$ cat config.mk
export PLATFORM = sky130hd
export DESIGN_NAME = alu_share_arbiter
export DESIGN_NICKNAME = d
export VERILOG_FILES = /design/src/rtl/alu_share_arbiter.sv
export SDC_FILE = /design/constraint.sdc
export NUM_CORES = 1
export LEC_CHECK = 0
export ABC_AREA = 1
export CORE_MARGIN = 2
export CORE_UTILIZATION = 29
export DETAILED_ROUTE_END_ITERATION = 7
export MAX_ROUTING_LAYER = met4
export PLACE_DENSITY = 0.72
export SLEW_MARGIN = 10
export SYNTH_ARGS = -nofsm -noshare
export SYNTH_HDL_FRONTEND = slang
export SYNTH_SLANG_ARGS = --single-unit
$ cat constraint.sdc
create_clock -name clk -period 2.61 [get_ports clk]
set_input_delay 0.522 -clock clk [delete_from_list [all_inputs] [get_ports clk]]
set_output_delay 0.522 -clock clk [all_outputs]
set_load 0.1 [all_outputs]
$ cat src/rtl/alu_share_arbiter.sv
// Round-robin arbiter that time-shares one combinational ALU between two requesters
// and returns each sampled result on a single id-tagged response channel.
module alu_share_arbiter #(
  parameter int EXEC_CYCLES = 1
) (
  input  logic        clk,
  input  logic        reset_n,
  input  logic        req0_valid,
  output logic        req0_ready,
  input  logic [3:0]  req0_op,
  input  logic [31:0] req0_a,
  input  logic [31:0] req0_b,
  input  logic [4:0]  req0_c,
  input  logic        req1_valid,
  output logic        req1_ready,
  input  logic [3:0]  req1_op,
  input  logic [31:0] req1_a,
  input  logic [31:0] req1_b,
  input  logic [4:0]  req1_c,
  output logic [3:0]  alu_op,
  output logic [31:0] alu_a,
  output logic [31:0] alu_b,
  output logic [4:0]  alu_c,
  input  logic [31:0] alu_result,
  output logic        rsp_valid,
  input  logic        rsp_ready,
  output logic        rsp_id,
  output logic [31:0] rsp_result
);

  typedef enum logic [1:0] {IDLE = 2'd0, EXEC = 2'd1, HOLD = 2'd2} state_t;

  localparam logic [3:0] CNT_INIT = 4'(EXEC_CYCLES - 1);

  state_t     state_r;
  logic       last_grant_r;
  logic [3:0] cnt_r;
  logic       grant_s;

  // Round-robin pick: a lone requester wins, a tie goes to whoever did not win last.
  always_comb begin
    grant_s = 1'b0;
    if (req0_valid && !req1_valid) begin
      grant_s = 1'b0;
    end else if (!req0_valid && req1_valid) begin
      grant_s = 1'b1;
    end else if (req0_valid && req1_valid) begin
      grant_s = ~last_grant_r;
    end else begin
      grant_s = 1'b0;
    end
  end

  // Ready is offered only in IDLE, only to the granted requester, and only while it is valid.
  always_comb begin
    req0_ready = (state_r == IDLE) && req0_valid && (grant_s == 1'b0);
    req1_ready = (state_r == IDLE) && req1_valid && (grant_s == 1'b1);
  end

  // Transaction FSM: capture winner, hold ALU inputs for EXEC_CYCLES, then hold the response.
  always_ff @(posedge clk or negedge reset_n) begin
    if (!reset_n) begin
      state_r      <= IDLE;
      last_grant_r <= 1'b1;
      cnt_r        <= 4'd0;
      alu_op       <= 4'd0;
      alu_a        <= 32'd0;
      alu_b        <= 32'd0;
      alu_c        <= 5'd0;
      rsp_valid    <= 1'b0;
      rsp_id       <= 1'b0;
      rsp_result   <= 32'd0;
    end else begin
      case (state_r)
        IDLE: begin
          if (req0_ready || req1_ready) begin
            alu_op       <= grant_s ? req1_op : req0_op;
            alu_a        <= grant_s ? req1_a  : req0_a;
            alu_b        <= grant_s ? req1_b  : req0_b;
            alu_c        <= grant_s ? req1_c  : req0_c;
            rsp_id       <= grant_s;
            last_grant_r <= grant_s;
            cnt_r        <= CNT_INIT;
            state_r      <= EXEC;
          end
        end
        EXEC: begin
          if (cnt_r == 4'd0) begin
            rsp_result <= alu_result;
            rsp_valid  <= 1'b1;
            state_r    <= HOLD;
          end else begin
            cnt_r <= cnt_r - 4'd1;
          end
        end
        HOLD: begin
          // Returning to IDLE on the response handshake keeps a new grant out of that same edge.
          if (rsp_ready) begin
            rsp_valid <= 1'b0;
            state_r   <= IDLE;
          end
        end
        default: begin
          state_r   <= IDLE;
          rsp_valid <= 1'b0;
        end
      endcase
    end
  end

endmodule

Word level (Yosys, flattened, before mapping)
Index checks and enable logic that the tools add are counted.

Bits in registers: 114. Output and inout port bits: 109. Logic and storage cells: 55.

Add/sub/neg operators: 1. Eq/ne operators: 6. Mux-type cells: 17. Bitwise operators: 3. Reduce and logical (&&, ||, !) cells: 18.

Operators by type and width (count): 32-bit 2-to-1 mux (2); 4-bit 2-to-1 mux (3); 3-bit AND reduction (3); 4-bit case mux with 2 select lines (1); 1-bit logical AND (7); 2-bit 2-to-1 mux (3); 2-bit inequality test, second input constant (3); 2-bit case mux with 3 select lines (1); 1-bit 2-to-1 mux (5); 5-bit 2-to-1 mux (1); 4-bit logical NOT (1); 2-bit AND reduction (2); 4-bit by 1-bit subtractor with 4-bit output, second input constant (1); 1-bit inverter (3); 1-bit case mux with 3 select lines (1); 2-bit by 1-bit == test with 1-bit output, second input constant (1); 2-bit == test, second input constant (1); 1-bit logical NOT (2); 2-bit logical NOT (1); 2-bit by 1-bit inequality test with 1-bit output, second input constant (1); 2-bit nonzero test (1); 1-bit logical OR (1).

Depth between registers and ports, before layout
Gate-level depths: netlist of run 1.

Depth after elaboration: 9. Depth in mapped cells: 8. Depth with buffers taken out: 7.

Worst setup path before layout of run 1
OpenSTA, ideal clock, no wires.

Kind: in2reg. From: input req0_valid. To: register alu_a[10]. Data arrival time: 2.500 ns. Required time: 2.486 ns. Setup slack: -0.014 ns. Stages: 8. Cell sequence: nand2_1 nand2_1 nor2_1 nor2_2 buf_6 buf_6 nand2_1 nand2_1.

Elaborated cells between the ends (all ways): 14. Those cells by class: mux (4); bitwise (1); reduce/logical (9).

RTL lines: from (decl) (line 8) `input logic req0_valid,`; 1-bit logical AND or 1-bit logical NOT (tied branches) (line 47, 45); 1-bit 2-to-1 mux or 1-bit logical AND (tied branches) (line 47, 45); 1-bit 2-to-1 mux (line 45) `end else if (!req0_valid && req1_valid) begin`; 1-bit 2-to-1 mux (*) (line 43) `if (req0_valid && !req1_valid) begin`; 1-bit logical AND (*) (line 57) `req1_ready = (state_r == IDLE) && req1_valid && (grant_s == 1'b1);`; net req1_ready (line 15) `output logic req1_ready,`; 1-bit logical OR (*) (line 76) `if (req0_ready || req1_ready) begin`; 2-bit AND reduction (no source line) (*); to (signal assigned) (line 78) `alu_a <= grant_s ? req1_a : req0_a;`; to (decl) (line 21) `output logic [31:0] alu_a,`.

Mark *: on every way through the listed nets, which the timed path passes. The rest lies on a longest branch. A chain may end at the register's enable or synchronous reset.

Final worst setup path of run 1
From: input req0_valid. To: output req0_ready.

Word-level cells in the longest chain between the ends: 6. Elaborated cells between the ends (all ways): 10. Those cells by class: mux (3); bitwise (1); reduce/logical (6).

Ends and longest elaborated chain: 1-bit logical AND or 1-bit logical NOT (tied branches) (line 47, 45); 1-bit 2-to-1 mux or 1-bit logical AND (tied branches) (line 47, 45); 1-bit 2-to-1 mux (line 45); 1-bit 2-to-1 mux (line 43); 1-bit inverter (line 56) `req0_ready = (state_r == IDLE) && req0_valid && (grant_s == 1'b0);`; 1-bit logical AND (*) (line 56); to (decl) (line 9) `output logic req0_ready,`.

Every way passes the cells marked *; elsewhere a longest branch is shown, timed or not.

==> metrics.yaml, run 1 <==
outcome:
  run_status: "completed"
layout:
  seq_area_sq_mm: 0.00285
  drive_above_1_share_pct: 16.6
  diodes: 0
  nets: 1135
  multiInputGateArea_sq_mm: 0.00189
  nFillCells: 1731
  final_core_util_pct: 49.0
  area_growth_pct: 64.2
die:
  die_y_um: 141
  fp.dieW_um: 141
  start_util_pct: 29.8
  num_rows: 49
  dieArea_sq_mm: 0.0198
  core_area_sq_mm: 0.0181
  io_pins: 292
timing:
  finalCritPeriodShare_pct: 86.6
  hold_viol_final: 0
  clock_skew_ns: 0.00745
  fmaxAchievable_mhz: 443
  setup_violations: 0
  drv_slew: 0
  worst-slew-pin-transition_ns: 0.563
  slew_headroom_pct: 62.5
  rsz0062_at_grt: "no"
  tns_ns: 0
  period_minus_slack_ns: 2.26
clock_network:
  cts-root-buf: "clkbuf_16"
  postCtsHoldBufs: 0
  cts_made_buffers: 17
  clock_path_buffers: 2
  cts_resized: 0
  clk_pin_slew_ns: 0.05
  clock_latency_ns: 0.40
  cts_setup_buffers: 0
  cts_tree: "yes"
  cts_htree_levels: 4
  cts.sinks: 114
grt:
  grt_max_degree: 85
  antenna_found_initial: 0
  grt_pass1_wl_mm: 25.2
  grt_overflow_total: 0
  track_usage_pct: 16.5
  grt_pass1_vias: 5065
yosys:
  seq_area_frac_synth_pct: 52.7
  yosysUniqueCellTypes: 21
  synth-warning-count: 0
  synth_cells: 669
  synth_fp_nets: 854
  syn_area_sq_mm: 0.00541
  ys_ff_latch: 114
  avgSynthCellArea_sq_um: 8.09
route:
  antenna_left: 0
  route.detailed.wl_per_inst_um: 13.4
  routed_via_density: 4.38
  routed_wl_mm: 16.0
  drt_iter0_drc: 197
  drc: 0
  vias: 5220
  drt_pre_antenna_iters: 4
setup_path:
  critPathMaxFanout: 3
  worst_ep_arrival_time_ns: 1.74
  startpoint_type: "input port"
  crit_chain: "clkdlybuf4s50_1 -> nand2_1 -> a21oi_1 -> buf_12"
  criticalPathCategory: "in -> out"
  cp_slowest_cell: "clkdlybuf4s50_1"
  critical-path-max-stage-delay_ns: 0.53
  required_ns: 2.09
  worstSetupEndpointType: "output port"
placed_design:
  place_congestion: 0.771
  numPortBuffers: 291
  dp_hpwl_mm: 11.4
flow_run:
  drv_cap: 0
worst_hold_path:
  hold_path_class: "in -> async"
final cells by class:
cell class                      count  area share [%]
Clock buffer                       22            5.22
Clock inverter                     10            1.76
Inverter                          113            4.77
Multi-Input combinational cell    403            21.3
Sequential cell                   114            32.1
Tap cell                          229            3.22
Timing Repair Buffer              301            31.6
worst max-delay path, delay by kind of cell:
kind                   cells  cell delay, ns
buffers and inverters      2            0.75
AOI/OAI and AO/OA          1            0.32
and+or+nand+nor            1            0.15
registers in the layout (all words and copies together), names as in the netlist:
| register | cells |
|---|---|
| cnt_r | 4 |
| rsp_result | 32 |
| state_r | 2 |
| rsp_valid | 1 |
| last_grant_r | 1 |
| alu_a | 32 |
| alu_c | 5 |
| alu_b | 32 |
| alu_op | 4 |
| rsp_id | 1 |
through the flow:
stage	hold slack (ns)	setup WS, ns	cells	instance area [sq um]
after detailed placement	0.459	0.377	1160	8270
after floorplan	0.226	0.0116	669	5410
after CTS	0.0212	0.364	1192	8890
after global routing	0.0281	0.325	1192	8890
final	0.0319	0.351	1192	8890
after global placement	0.457	0.383	1160	8270
cells in the final DEF, fill, tap and decap left out, types with 4 or more instances in the layout:
cell               n
buf_12             8
buf_4            112
bufinv_16          4
clkbuf_16         17
clkdlybuf4s50_1  181
clkinv_2           4
dfrtp_1          113
inv_1            111
nand2_1          273
nand3_1            4
nor2_1             7
o211ai_1          73
o21ai_0           26
o21ai_1            6
final timing paths:
path / slack [ns] / end / from / cells past startpoint
min reg2reg: 0.47 / last_grant_r / last_grant_r / 2
max: 0.35 / req0_ready / req0_valid / 4
min: 0.03 / alu_a[20] / reset_n / 1
min in group clk: 0.47 / last_grant_r / last_grant_r / 2
max reg2reg: 0.93 / alu_c[0] / last_grant_r / 7
max in group asynchronous: 1.86 / rsp_result[8] / reset_n / 2
per-layer routing:
layer	global-route usage [%]	share of wire, %	wire [um]
met5	-	0	0
met3	4.08	6.7	1080
met1	20.1	43	6830
met2	26.9	49	7770
met4	5.42	1.9	309
synth_stat cells, drive strengths merged:
cell type | instances | area (sq um)
o21ai | 32 | 160
dfstp | 1 | 26.3
inv | 113 | 424
a21oi | 3 | 15.0
or2 | 1 | 6.26
o211ai | 73 | 548
clkbuf | 2 | 7.51
nand3 | 5 | 30.0
nand4 | 1 | 6.26
dfrtp | 113 | 2830
buf | 37 | 254
ha | 2 | 25.0
nand2 | 276 | 1040
nor2 | 10 | 42.5
logic make-up after synthesis:
group,count (synthesis),synth area share (%)
DFF,114,52.7
adders and majority gates,2,0.462
AOI/OAI and AO/OA,108,13.4
and+or+nand+nor,293,20.8
buffers and inverters,152,12.7
Power of run 1 is left out: the tool's default activity adds up to more than one toggle a clock period on the data nets, which glitch-free logic cannot reach.
==> run 2, diff against run 1 <==
- DONT_BUFFER_PORTS: unset -> 1
- PLACE_DENSITY: 0.72 -> 0.52
==> run 2 against run 1 <==
Against the previous run: the flow now finishes with violations (hold timing); wire length down 14%; die area unchanged; fmax up 12%; critical path depth is 1 lower; cell area is 29% lower; non-clock buffer count down 279; first-iteration DRC count up 1.0%; global-route usage decreased by 1.8 points; worst hold slack got worse by 0.22 ns.
==> metrics.yaml, run 2 (same netlist as run 1, synthesis figures left out) <==
outcome:
  run_status: "finished, violations left"  # was completed
  violations: "hold timing"
route:
  drt_pre_antenna_iters: 5  # was 4
  antenna_left: 0  # unchanged
  drc: 0  # unchanged
  drt_iter0_drc: 199  # was 197
  routed_wl_mm: 13.8  # was 16.0 mm
  route.detailed.wl_per_inst_um: 15.1  # was 13.4 um
  routed_via_density: 4.51  # was 4.38
  vias: 4115  # was 5220
setup_path:
  worstSetupStartpoint: "last_grant_r"  # was req0_valid
  cp_slowest_cell: "dfstp_2"  # was clkdlybuf4s50_1
  path_delay_family: "flip-flops"  # was buffers and inverters
  worst-path-buf-inv: 1  # was 2
  criticalPathCategory: "reg -> out"  # was in -> out
  worstSetupEndpointType: "output port"  # unchanged
  worst_ep_arrival_time_ns: 1.50  # was 1.74 ns
  startpoint_type: "flip-flop"  # was input port
  r2r-start: "last_grant_r"  # unchanged
  crit_chain: "nand2_1 -> a21oi_2 -> buf_4"  # was clkdlybuf4s50_1 -> nand2_1 -> a21oi_1 -> buf_12
  required_ns: 2.09  # about the same
  critPathMaxFanout: 3  # unchanged
  critical-path-max-stage-delay_ns: 0.53  # about the same
die:
  start_util_pct: 29.8  # unchanged
  num_rows: 49  # unchanged
  die_y_um: 141  # unchanged
  io_pins: 292  # unchanged
  dieArea_sq_mm: 0.0198  # unchanged
  core_area_sq_mm: 0.0181  # unchanged
  fp.dieW_um: 141  # unchanged
flow_run:
  drv_cap: 0  # unchanged
placed_design:
  dp_hpwl_mm: 9.30  # was 11.4 mm
  place_congestion: 0.740  # was 0.771
  numPortBuffers: 0  # was 291
layout:
  multiInputGateArea_sq_mm: 0.00189  # about the same
  final_common_cell: "nand2_1"  # unchanged
  area_growth_pct: 16.0  # was 64.2%
  mostFrequentLayoutCells: "nand2_1, dfrtp_1, inv_1, o211ai_1, o21ai_0"  # was nand2_1, clkdlybuf4s50_1, dfrtp_1, buf_4, inv_1
  seq_area_sq_mm: 0.00285  # unchanged
  nets: 856  # was 1135
  diodes: 0  # unchanged
  reg.largest.list: "alu_a (32), alu_b (32), rsp_result (32)"  # unchanged
  drive_above_1_share_pct: 9.22  # was 16.6%
  nFillCells: 1890  # was 1731
grt:
  grt_max_degree: 147  # was 85
  grt_overflow_total: 0  # unchanged
  grt_pass1_vias: 4103  # was 5065
  track_usage_pct: 14.6  # was 16.5%
  grt_pass1_wl_mm: 22.1  # was 25.2 mm
  antenna_found_initial: 0  # unchanged
timing:
  rsz0062_at_grt: "no"  # unchanged
  hold_viol_final: 114  # was 0
  slew_headroom_pct: 36.7  # was 62.5%
  drv_slew: 0  # unchanged
  finalCritPeriodShare_pct: 77.5  # was 86.6%
  period_minus_slack_ns: 2.02  # was 2.26 ns
  clock_skew_ns: 0.00736  # was 0.00745 ns
  fmaxAchievable_mhz: 494  # was 443 MHz
  worst-slew-pin-transition_ns: 0.950  # was 0.563 ns
  setup_violations: 0  # unchanged
  hold_ws_ns: -0.190  # was 0.0319 ns
  tns_ns: 0  # unchanged
clock_network:
  clk_pin_slew_ns: 0.06  # was 0.05 ns
  cts_htree_levels: 4  # unchanged
  clock_latency_ns: 0.40  # about the same
  cts_tree: "yes"  # unchanged
  cts.sinks: 114  # unchanged
  cts_resized: 0  # unchanged
  cts_setup_buffers: 0  # unchanged
  cts-root-buf: "clkbuf_16"  # unchanged
  cts_made_buffers: 17  # unchanged
  clock_path_buffers: 2  # unchanged
worst_hold_path:
  hold_path_class: "in -> async"  # unchanged
-- run 2: path summary, 6_finish.rpt --
kind	to	slack, ns	cells past startpoint
hold reg to reg	last_grant_r	0.47	2
min in group clk	rsp_result[1]	0.25	2
setup / recovery	req0_ready	0.59	3
hold / removal	alu_a[0]	-0.19	0
max in group asynchronous	last_grant_r	2.61	0
setup reg to reg	alu_a[21]	0.88	6
-- run 2: cell type report --
class	instances	share of cell area, %
clock inverters	10	2.51
well taps	229	4.56
inverters	113	6.76
repair buffers	22	3.23
flip-flops and latches	114	45.5
clock buffers	21	7.33
multi-input cells	403	30.2
-- run 2: worst reg2reg max path: cells and delay by family, from the launching register on --
family                 cells  cell delay, ns
AND/OR/NAND/NOR            4            0.59
flip-flops                 1            0.53
buffers and inverters      1            0.35
AO/OA/AOI/OAI              1            0.13
-- run 2: stage by stage --
step                      hold WS (ns)  std cells  setup WS, ns  instance area, sq um  utilization (%)
after floorplan                  0.226        669        0.0116                  5410                -
after global placement           0.229        881         0.890                  5660             31.2
after detailed placement         0.228        881         0.875                  5660             31.2
after CTS                       -0.213        912         0.560                  6280             34.6
after global routing            -0.223        912         0.517                  6280             34.6
final                           -0.190        912         0.587                  6280             34.6
-- run 2: routing by layer --
layer | GRT usage [%] | wire (um) | share of wire [%]
met1 | 17.2 | 5830 | 42
met3 | 5.54 | 1120 | 8.1
met5 | - | 0 | 0
met2 | 23.3 | 6610 | 48
met4 | 4.74 | 228 | 1.7
Power of run 2 is left out for the same reason.
==> run 3, diff against run 2 <==
- clock period: 2.61 -> 1.9 ns (I/O delays scaled with it)
==> run 3 against run 2 <==
Against the previous run: the run still ends with hold timing left; die area did not move; flip-flop and latch count did not move; critical path type unchanged; critical endpoint unchanged; count of clock-buffer cells in the layout fell by 3; largest cell class unchanged; via count rose by 7.0%; clock skew fell by 0.0025 ns; utilization rose by 4.2 points.
==> metrics.yaml, run 3 (same netlist as run 1, synthesis figures left out) <==
timing:
  fmaxAchievable_mhz: 551
  finalCritPeriodShare_pct: 95.4
  hold_viol_final: 114  # unchanged
  period_minus_slack_ns: 1.81
  worst-slew-pin-transition_ns: 0.418  # was 0.950 ns
  clock_skew_ns: 0.00488  # was 0.00736 ns
  drv_slew: 0  # unchanged
  hold_ws_ns: -0.335  # was -0.190 ns
  tns_ns: 0  # unchanged
  rsz0062_at_grt: "no"  # unchanged
  setup_violations: 0  # unchanged
  slew_headroom_pct: 72.1  # was 36.7%
setup_path:
  startpoint_type: "flip-flop"  # unchanged
  criticalPathCategory: "reg -> out"  # unchanged
  critPathMaxFanout: 5  # was 3
  r2r-start: "cnt_r[0]"  # was last_grant_r
  required_ns: 1.52  # was 2.09 ns
  worst_ep_arrival_time_ns: 1.43  # was 1.50 ns
  worstSetupStartpoint: "state_r[0]"  # was last_grant_r
  worstSetupEndpointType: "output port"  # unchanged
placed_design:
  numPortBuffers: 0  # unchanged
  place_congestion: 0.773  # was 0.740
  dp_hpwl_mm: 9.75  # was 9.30 mm
route:
  drc: 0  # unchanged
  routed_via_density: 4.37  # was 4.51
  drt_pre_antenna_iters: 4  # was 5
  drt_iter0_drc: 224  # was 199
  routed_wl_mm: 14.0  # was 13.8 mm
  vias: 4401  # was 4115
  antenna_left: 0  # unchanged
  route.detailed.wl_per_inst_um: 13.9  # was 15.1 um
layout:
  final_common_cell: "nand2_1"  # unchanged
  reg.largest.list: "alu_a (32), alu_b (32), rsp_result (32)"  # unchanged
  diodes: 0  # unchanged
  mostFrequentLayoutCells: "nand2_1, dfrtp_1, inv_1, buf_4, o211ai_1"  # was nand2_1, dfrtp_1, inv_1, o211ai_1, o21ai_0
  nets: 949  # was 856
  area_growth_pct: 30.0  # was 16.0%
  drive_above_1_share_pct: 20.6  # was 9.22%
grt:
  grt_max_degree: 115  # was 147
  grt_pass1_wl_mm: 22.0  # was 22.1 mm
  track_usage_pct: 14.6  # about the same
  grt_overflow_total: 0  # unchanged
  antenna_found_initial: 0  # unchanged
  grt_pass1_vias: 4331  # was 4103
die:
  fp.dieW_um: 141  # unchanged
  start_util_pct: 29.8  # unchanged
  die_y_um: 141  # unchanged
  dieArea_sq_mm: 0.0198  # unchanged
  io_pins: 292  # unchanged
  num_rows: 49  # unchanged
  core_area_sq_mm: 0.0181  # unchanged
clock_network:
  cts_tree: "yes"  # unchanged
  cts_made_buffers: 17  # unchanged
  cts-root-buf: "clkbuf_16"  # unchanged
  cts_htree_levels: 4  # unchanged
  cts.sinks: 114  # unchanged
  clock_latency_ns: 0.41  # was 0.40 ns
  clock_path_buffers: 2  # unchanged
  clk_pin_slew_ns: 0.06  # about the same
outcome:
  run_status: "finished, violations left"  # unchanged
  violations: "hold timing"  # unchanged
flow_run:
  drv_cap: 0  # unchanged
worst_hold_path:
  hold_path_class: "in -> async"  # unchanged
==> run 3: cell count changes in the layout (fill, tap and decap cells not counted), sizes merged <==
cell      before  now
buf           22  115
inv          113  116
bufinv         4    3
clkbuf        21   18
clkinvlp       0    4
clkinv         6    4
==> run 3: final cells by class <==
class	count	area, sq um
Clock buffer	18	439
Clock inverter	14	178
Fill cell	1873	11100
Inverter	113	424
Multi-Input combinational cell	403	1910
Sequential cell	114	2850
Tap cell	229	287
Timing Repair Buffer	115	946
==> run 3: layer usage <==
metal | part of all wire [%] | track usage (%) | vias up
li1 | - | - | 2270
met1 | 43 | 17.3 | 1952
met2 | 48 | 23.4 | 164
met3 | 6.7 | 4.65 | 15
met4 | 1.8 | 5.26 | 0
met5 | 0 | - | -
==> run 3: final timing paths <==
path | depth (start not counted) | endpoint | slack [ns]
worst max-delay path | 4 | req0_ready | 0.09
worst min-delay path | 0 | alu_b[26] | -0.34
worst max register to register | 6 | rsp_result[24] | 0.31
worst min register to register | 2 | cnt_r[1] | 0.47
max in group asynchronous | 0 | alu_b[11] | 1.97
min in group clk | 2 | rsp_result[2] | 0.10
==> run 3: stage by stage <==
| stage | utilization (%) | hold WS, ns | cells | setup WS (ns) | area [sq um] |
|---|---|---|---|---|---|
| 2_1_floorplan | - | 0.0844 | 669 | 0.0613 | 5420 |
| 4_1_cts | 38.6 | -0.361 | 1006 | 0.00588 | 7010 |
| 5_1_grt | 38.8 | -0.365 | 1006 | 0.00364 | 7040 |
| 3_5_place_dp | 35.2 | 0.0875 | 974 | 0.320 | 6390 |
| 6_report | 38.8 | -0.335 | 1006 | 0.0867 | 7040 |
| 3_3_place_gp | 35.2 | 0.0874 | 974 | 0.363 | 6390 |
==> run 3: worst max-delay path: stages, from the launching register on <==
cell and delay [ns]:
dfrtp_1 0.41, nor2_2 0.14, nand2_2 0.13, a21oi_4 0.16, buf_12 0.19
==> run 3: repair_timing <==
item / in CTS / in global routing
resized for setup: 2 / 5
pin swaps: 0 / 1
endpoints found under the hold margin: 114 / 114
buffers inserted: 0 / 0
setup endpoints to repair: 2 / 2
Power of run 3 is left out for the same reason.
